===== config.mk =====
export PLATFORM = sky130hd
export DESIGN_NAME = flappy_pipe_ctrl
export DESIGN_NICKNAME = d
export VERILOG_FILES = /design/src/rtl/flappy_pipe_ctrl.sv
export SDC_FILE = /design/constraint.sdc
export NUM_CORES = 1
export LEC_CHECK = 0
export ABC_AREA = 1
export ABC_CLOCK_PERIOD_IN_PS = 4400
export CAP_MARGIN = 20
export CELL_PAD_IN_SITES_DETAIL_PLACEMENT = 1
export CELL_PAD_IN_SITES_GLOBAL_PLACEMENT = 1
export CORE_MARGIN = 8
export CORE_UTILIZATION = 41
export CTS_CLUSTER_DIAMETER = 200
export DETAILED_ROUTE_END_ITERATION = 10
export GPL_ROUTABILITY_DRIVEN = 0
export PLACE_DENSITY = 0.8
export SYNTH_ARGS = -nofsm -noshare
export SYNTH_HDL_FRONTEND = slang
export SYNTH_SLANG_ARGS = --single-unit

===== constraint.sdc =====
create_clock -name Clk -period 4.4 [get_ports Clk]
set_input_delay 0.66 -clock Clk [delete_from_list [all_inputs] [get_ports Clk]]
set_output_delay 0.66 -clock Clk [all_outputs]
set_load 0.02 [all_outputs]

===== src/rtl/flappy_pipe_ctrl.sv =====
// Pipe scroller, collision detector and score keeper for the Flappy game.
// Optional macro FLAPPY_SCORE_SAT_EN makes Score saturate at 255 instead of wrapping.
module flappy_pipe_ctrl #(
    parameter int SCREEN_W     = 640,
    parameter int SCREEN_H     = 480,
    parameter int PIPE_W       = 40,
    parameter int GAP_H        = 120,
    parameter int PIPE_SPACING = 320,
    parameter int BIRD_SIZE    = 16,
    parameter int SPEED        = 2
) (
    input  logic       Clk,
    input  logic       Reset,
    input  logic       Tick,
    input  logic       Run,
    input  logic       Clear,
    input  logic [9:0] XBird,
    input  logic [9:0] YBird,
    output logic [9:0] Pipe0X,
    output logic [9:0] Pipe1X,
    output logic [9:0] Pipe0GapY,
    output logic [9:0] Pipe1GapY,
    output logic       Collision,
    output logic [7:0] Score,
    output logic       ScorePulse
);

    typedef enum logic [1:0] {IDLE, SCROLL, CHECK, HIT} state_e;

    localparam logic [9:0]  X0_RST    = 10'(SCREEN_W);
    localparam logic [9:0]  X1_RST    = 10'(SCREEN_W + PIPE_SPACING);
    localparam logic [9:0]  GAP_RST   = 10'd200;
    localparam logic [9:0]  GAP_BASE  = 10'd40;
    localparam logic [9:0]  SPEED_V   = 10'(SPEED);
    localparam logic [7:0]  LFSR_RST  = 8'hA5;
    localparam logic [10:0] PIPE_W11  = 11'(PIPE_W);
    localparam logic [10:0] BIRD11    = 11'(BIRD_SIZE);
    localparam logic [10:0] GAP11     = 11'(GAP_H);
    localparam logic [10:0] SCREEN_H11 = 11'(SCREEN_H);

    state_e          state_q, state_d;
    logic [1:0][9:0] pipeX_q, pipeX_d;
    logic [1:0][9:0] gapY_q, gapY_d;
    logic [1:0]      scored_q, scored_d;
    logic [7:0]      lfsr_q, lfsr_d, lfsrNext;
    logic [7:0]      score_q, score_d;
    logic            pulse_q, pulse_d;
    logic            coll_q, coll_d;

    logic [1:0]      pipeHit, pipePassed;
    logic            floorHit;
    logic [1:0]      passCount;
    logic [8:0]      scoreSum;

    // Maximal-length taps, so the all-zero lockup state is never entered from A5.
    assign lfsrNext = {lfsr_q[6:0], lfsr_q[7] ^ lfsr_q[5] ^ lfsr_q[4] ^ lfsr_q[3]};

    always_comb begin
        pipeHit    = '0;
        pipePassed = '0;
        floorHit   = ({1'b0, YBird} + BIRD11) >= SCREEN_H11;
        for (int i = 0; i < 2; i++) begin
            pipeHit[i] = ({1'b0, XBird} < {1'b0, pipeX_q[i]} + PIPE_W11)
                      && ({1'b0, XBird} + BIRD11 > {1'b0, pipeX_q[i]})
                      && (({1'b0, YBird} < {1'b0, gapY_q[i]})
                       || ({1'b0, YBird} + BIRD11 > {1'b0, gapY_q[i]} + GAP11));
            pipePassed[i] = ({1'b0, pipeX_q[i]} + PIPE_W11 < {1'b0, XBird}) && !scored_q[i];
        end
        passCount = {1'b0, pipePassed[0]} + {1'b0, pipePassed[1]};
        scoreSum  = {1'b0, score_q} + {7'b0, passCount};
    end

    always_comb begin
        state_d  = state_q;
        pipeX_d  = pipeX_q;
        gapY_d   = gapY_q;
        scored_d = scored_q;
        lfsr_d   = lfsr_q;
        score_d  = score_q;
        pulse_d  = 1'b0;
        coll_d   = coll_q;

        case (state_q)
            IDLE: begin
                if (Run) state_d = SCROLL;
            end
            SCROLL: begin
                if (Tick && Run) begin
                    state_d = CHECK;
                    lfsr_d  = lfsrNext;
                    for (int i = 0; i < 2; i++) begin
                        if (pipeX_q[i] < SPEED_V) begin
                            pipeX_d[i]  = X0_RST;
                            gapY_d[i]   = GAP_BASE + {2'b00, lfsrNext};
                            scored_d[i] = 1'b0;
                        end else begin
                            pipeX_d[i] = pipeX_q[i] - SPEED_V;
                        end
                    end
                end
            end
            CHECK: begin
                coll_d   = floorHit || (|pipeHit);
                state_d  = (floorHit || (|pipeHit)) ? HIT : SCROLL;
                scored_d = scored_q | pipePassed;
                pulse_d  = |pipePassed;
`ifdef FLAPPY_SCORE_SAT_EN
                score_d  = scoreSum[8] ? 8'hFF : scoreSum[7:0];
`else
                score_d  = scoreSum[7:0];
`endif
            end
            HIT: begin
                state_d = HIT;
            end
            default: state_d = IDLE;
        endcase

        // New game wins over everything, but the LFSR keeps running across games.
        if (Clear) begin
            state_d  = IDLE;
            pipeX_d  = {X1_RST, X0_RST};
            gapY_d   = {GAP_RST, GAP_RST};
            scored_d = '0;
            lfsr_d   = lfsr_q;
            score_d  = '0;
            pulse_d  = 1'b0;
            coll_d   = 1'b0;
        end
    end

    always_ff @(posedge Clk or posedge Reset) begin
        if (Reset) begin
            state_q  <= IDLE;
            pipeX_q  <= {X1_RST, X0_RST};
            gapY_q   <= {GAP_RST, GAP_RST};
            scored_q <= '0;
            lfsr_q   <= LFSR_RST;
            score_q  <= '0;
            pulse_q  <= 1'b0;
            coll_q   <= 1'b0;
        end else begin
            state_q  <= state_d;
            pipeX_q  <= pipeX_d;
            gapY_q   <= gapY_d;
            scored_q <= scored_d;
            lfsr_q   <= lfsr_d;
            score_q  <= score_d;
            pulse_q  <= pulse_d;
            coll_q   <= coll_d;
        end
    end

    assign Pipe0X     = pipeX_q[0];
    assign Pipe1X     = pipeX_q[1];
    assign Pipe0GapY  = gapY_q[0];
    assign Pipe1GapY  = gapY_q[1];
    assign Collision  = coll_q;
    assign Score      = score_q;
    assign ScorePulse = pulse_q;

endmodule


Yosys cells after proc, flatten, opt, wreduce, memory -nomap -nowiden
Index checks and enable logic that the tools add are counted.
- output and inout bits: 50
- bits in latches: 0
- RAM bits: 0
- ROM bits: 0
- memories: 0
- input bits: 25
- word-level logic and storage cells: 101
- flip-flop bits (word level): 62
- shift-type cells: 0
- bitwise operators: 5
- multipliers: 0
- $lt $le $gt $ge: 13
- muxes and demuxes: 26
- add/subtract/negate cells: 11
- reduce and logical (&&, ||, !) cells: 28
- equal/unequal tests: 7
- div/mod/pow operators: 0
- operators by type and width (cell ; count):
    20-bit two-way mux ; 6
    10-bit two-way mux ; 4
    10-bit by 5-bit adder with 11-bit output, second input constant ; 2
    10-bit by 6-bit adder with 11-bit output, second input constant ; 2
    10-bit by 7-bit adder with 11-bit output, second input constant ; 2
    11-bit by 10-bit greater-than comparator with 1-bit output ; 2
    11-bit greater-than comparator ; 2
    10-bit by 11-bit < comparator with 1-bit output ; 2
    11-bit by 10-bit < comparator with 1-bit output ; 2
    10-bit < comparator ; 2
    10-bit by 2-bit < comparator with 1-bit output, second input constant ; 2
    10-bit by 2-bit subtractor with 10-bit output, second input constant ; 2
    8-bit two-way mux ; 2
    3-bit AND reduction ; 5
    2-bit two-way mux ; 6
    3-bit inequality test, second input constant ; 4
    11-bit by 9-bit >= comparator with 1-bit output, second input constant ; 1
    2-bit nonzero test ; 5
    6-bit by 8-bit adder with 9-bit output, first input constant ; 1
    8-bit by 2-bit adder with 8-bit output ; 1
    2-bit case mux with 4 select lines ; 1
    1-bit logical AND ; 7
    1-bit two-way mux ; 6
    2-bit equality test, second input constant ; 2
    12 further kinds ; 19

Longest topological paths before layout
- word-level depth: 9
- mapped depth: 20
- depth with buffers taken out: 20

Worst setup path before layout
OpenSTA, ideal clock, no wires.
- path type: register to register
- start: register pipeX_q (netlist bit Pipe1X[3])
- end: register score_q[6], in the netlist Score[6]
- cell stages (with the launch flop): 19
- buffers on the path: 0
- path slack: 1.087 ns
- setup time: 0.123 ns
- period minus slack after synthesis: 3.313 ns
- data required time: 4.277 ns
- arrival time: 3.189 ns
- cell sequence: dfrtp_1 > ha_1 > o21ai_0 > nor3_1 > xor2_1 > ha_1 > and3_1 > nand3_1 > nor2_1 > nor2_2 > nand2_1 > fa_1 > inv_1 > ha_1 > inv_1 > nor3_1 > nand4_1 > o21ai_0 > a21oi_1
- word-level cells in the longest chain between the ends: 7
- ends and longest elaborated chain (item ; line ; RTL):
    start, declared ; 42 ; logic [1:0][9:0] pipeX_q, pipeX_d;
    start signal, assigned ; 135 ; pipeX_q <= {X1_RST, X0_RST};
    start signal, assigned ; 144 ; pipeX_q <= pipeX_d;
    10-bit by 6-bit adder with 11-bit output ; 67 ; pipePassed[i] = ({1'b0, pipeX_q[i]} + PIPE_W11 < {1'b0, XBird}) && !scored_q[i];
    11-bit by 10-bit < comparator with 1-bit output ; 67 ;
    1-bit logical AND ; 67 ;
    1-bit by 1-bit adder with 2-bit output ; 69 ; passCount = {1'b0, pipePassed[0]} + {1'b0, pipePassed[1]};
    8-bit by 2-bit adder with 8-bit output ; 70 ; scoreSum = {1'b0, score_q} + {7'b0, passCount};
    8-bit two-way mux ; 83 ; case (state_q)
    8-bit two-way mux ; 120 ; if (Clear) begin
    end signal, assigned ; 148 ; score_q <= score_d;
    end, declared ; 46 ; logic [7:0] score_q, score_d;
No other way between the ends. The select of a mux whose other input is x is not followed.
A chain may end at the register's enable or synchronous reset.

Final worst setup path
- start: register pipeX_q (netlist bit Pipe0X[3])
- end: register score_q[7], in the netlist Score[7]
The elaborated chain is that of the path after synthesis.

==> impl_results.md <==
* Post-synthesis async set-or-reset flop share at 1.00
* Endpoints failing setup at 0
* Synth Warn # at 0
* Routed vias at 4,988
* Largest net degree at the start of global routing at 32
* Initial antenna violation count at 0
* First-pass GRT wire length at 26.8 mm
* Final wirelength at 16.5 mm
* PostCTS Resize Cnt at 0
* Total core area at 12,500 um^2
* Critical path's slowest cell: fa_1
* CP Capture Type: flip-flop
* Antenna Cells at 0
* CTS sink count at 58
* Reg clk slew, reported paths at 0.05 ns
* GRT Util Overall at 0.206
* Status: finished, final reports clean
* DRC at 0
* Hold path depth at 2
* I/O pins at 75
* Syn Area/Cell at 7.33 um^2
* CP startpoint kind: flip-flop
* Clock latency on the worst-skew pair at 0.34 ns
* Final nets at 894
* WS Path Type: flip-flop to flip-flop
* CTS tree: yes
* Hold Slack at 0.495 ns
* RSZ-0062 raised after global routing: false
* Total CTS buffers at 9
* Leak at 3.17 nW
* Setup TNS at 0 ns
* CP top delay family: simple AND/OR/NAND/NOR gates
* Synthesized cell area at 5230 um^2
* Htree depth at 3
* Detailed Route Iter0 Violations at 240
* Max Clk Rate at 266 MHz
* Final slew viol count at 0
* DP Area at 6080 um^2
* Period Utilization, post-route at 0.855
* Most used flip-flop cell after synthesis: dfrtp_1
* Congestion Overflow GR at 0
* Design area at 6390 um^2
* Initial Util at 0.418
* Reg2Reg Depth at 16
* Post-CTS Hold Fix Bufs at 0
* Cells after Synth at 713
* Sequential area share after synthesis at 0.282
* Worst hold path type: flip-flop to flip-flop
* Bufs and invs on worst path at 1
* Worst-margin pin slew at 0.803 ns
* Number of synthesized register bits at 58
* Critical Path Stages at 16
* Max clock buf depth at 2
* ANT nets after route at 0
* Peak VDD IR at 0.206 mV
* Drt first pass iters at 4
* Relative slew slack at 0.460
* Crit path DAT at 4.02 ns
* Req. time, crit path at 4.65 ns
* Post-synth EDFFs at 0
* Port-buffer cells at 70
* Critical Path, Cell by Cell: ha_1 > o21ai_0 > nor2_1 > o21ai_0 > ha_1 > a21oi_1 > nand3_1 > inv_1 > nand3_1 > fa_1 > nor3_1 > and3_1 > nand2_1 > nor2_1 > a21oi_1 > nor3_1
* Die area at 16,600 um^2
* Number of max-cap violations at 0
* Setup skew after layout at 0.00624 ns
* Die W at 129 um
* Final Hold Fails at 0
* Vias in the first global route at 5,320
* Final HPWL DP at 13.3 mm
* Area Overhead vs Synth at 22.2%
* Minimum clock period at 3.76 ns
* WL/cell at 17.1 um
* Proportion of layout cells with a drive suffix above 1 at 0.0707
* Via density at 5.17
* Die Ht at 129 um
* Post-CTS Setup Bufs at 0
* Cell variety after synth at 41
* Row count at 41
* Delay of the slowest critical-path stage at 0.48 ns
* CTS root buf: clkbuf_16
* CP max FO at 6
* PD cells at 437 nW/um^2
==> flip-flops by register name, indices dropped and copies added (netlist names) <==
register	cells
Pipe0X	9
Pipe1X	9
Collision	1
Pipe0GapY	9
Pipe1GapY	9
lfsr_q	8
ScorePulse	1
state_q	2
scored_q	2
Score	8
==> synth_stat cells, types with 4 or more instances <==
cell / count / area (um^2)
xor2_1: 28 / 245
nand3_1: 48 / 240
nand3b_1: 5 / 37.5
nor3_1: 10 / 50.1
xnor2_1: 6 / 52.6
dfstp_2: 16 / 420
nand4_1: 5 / 31.3
buf_4: 6 / 45.0
o21ai_1: 6 / 30.0
nor2_1: 57 / 214
nand2_1: 161 / 604
a21oi_1: 43 / 215
o21ai_0: 33 / 165
o22ai_1: 6 / 37.5
inv_2: 6 / 22.5
ha_1: 81 / 1010
nor2_2: 4 / 25.0
dfrtp_1: 42 / 1050
inv_1: 113 / 424
==> metrics by stage <==
| stage | instances | setup WS (ns) | utilization | power, W |
|---|---|---|---|---|
| finish | 964 | 0.637 | 0.510 | 0.00279 |
| global route | 964 | 0.335 | 0.510 | 0.00300 |
| CTS | 964 | 0.606 | 0.510 | 0.00281 |
| detailed placement | 948 | 0.554 | 0.486 | 0.00203 |
| global placement | 948 | 0.729 | 0.486 | 0.00197 |
| floorplan | 716 | 1.09 | - | 0.00160 |
==> tightest hold or removal path: cells and delay by family (launching register included) <==
family | cells | cell delay, ns
AND/OR/NAND/NOR | 2 | 0.12
flip-flops | 1 | 0.35
==> layer usage <==
layer	wire, um	GRT usage
met1	7740	0.261
met2	7910	0.345
met3	583	0.0335
met4	261	0.0746
met5	0	0
==> final timing paths <==
check | start | end | slack, ns
min in group asynchronous | Reset | lfsr_q[1]$_DFFE_PP0P_ | 0.75
min reg2reg | Collision$_DFFE_PP0P_ | Collision$_DFFE_PP0P_ | 0.49
max reg2reg | Pipe0X[3]$_DFFE_PP0P_ | Score[7]$_DFFE_PP0P_ | 0.64
max | Pipe0X[3]$_DFFE_PP0P_ | Score[7]$_DFFE_PP0P_ | 0.64
max in group asynchronous | Reset | Pipe0X[7]$_DFFE_PP1P_ | 2.75
min | Collision$_DFFE_PP0P_ | Collision$_DFFE_PP0P_ | 0.49
==> cell usage in the layout, fill, tap and decap left out, types with 3 or more instances in the layout <==
cell / netlist / routed
clkinv_2: 1 / 4
nor3_1: 10 / 10
dfstp_2: 16 / 16
dfrtp_1: 42 / 42
o22ai_1: 6 / 6
nand4_1: 5 / 5
inv_2: 6 / 7
nor3b_1: 3 / 3
nand2_2: 3 / 3
nand3b_1: 5 / 5
nor2_1: 57 / 57
nor2_4: 3 / 3
o21ai_1: 6 / 6
nor2_2: 4 / 4
xor2_1: 28 / 28
xnor2_1: 6 / 6
inv_1: 113 / 112
conb_1: 1 / 4
clkdlybuf4s50_1: 0 / 70
nand2_1: 161 / 161
o21ai_0: 33 / 33
a21oi_1: 43 / 43
and3_1: 3 / 3
nand3_1: 48 / 48
ha_1: 81 / 81
clkbuf_16: 0 / 9
==> power breakdown <==
group / total (W) / leakage [nW] / switching, W / internal, W
clock: 0.000754 / 0.152 / 0.000262 / 0.000492
combinational: 0.00126 / 2.29 / 0.000752 / 0.000505
sequential: 0.000779 / 0.727 / 0.000124 / 0.000655
==> kinds of logic (layout without fill, tap and decap cells) <==
kind of cell	count (synthesis)	count (layout)	share of synthesized area
compound gates	100	100	0.104
xor+xnor	34	34	0.0570
fa+ha+maj	82	82	0.198
buf+inv	132	208	0.104
flops	58	58	0.282
other cells	1	4	0.000718
simple gates	306	306	0.255
==> cell type report <==
| type | instances | area, um^2 |
|---|---|---|
| multi-input combinational | 526 | 3220 |
| sequential | 58 | 1470 |
| timing repair buffer | 72 | 716 |
| tap | 172 | 215 |
| clock buffer | 10 | 229 |
| inverter | 120 | 452 |
| fill | 1630 | 6130 |
| clock inverter | 6 | 82.6 |
(Power assumes the default switching activity.)
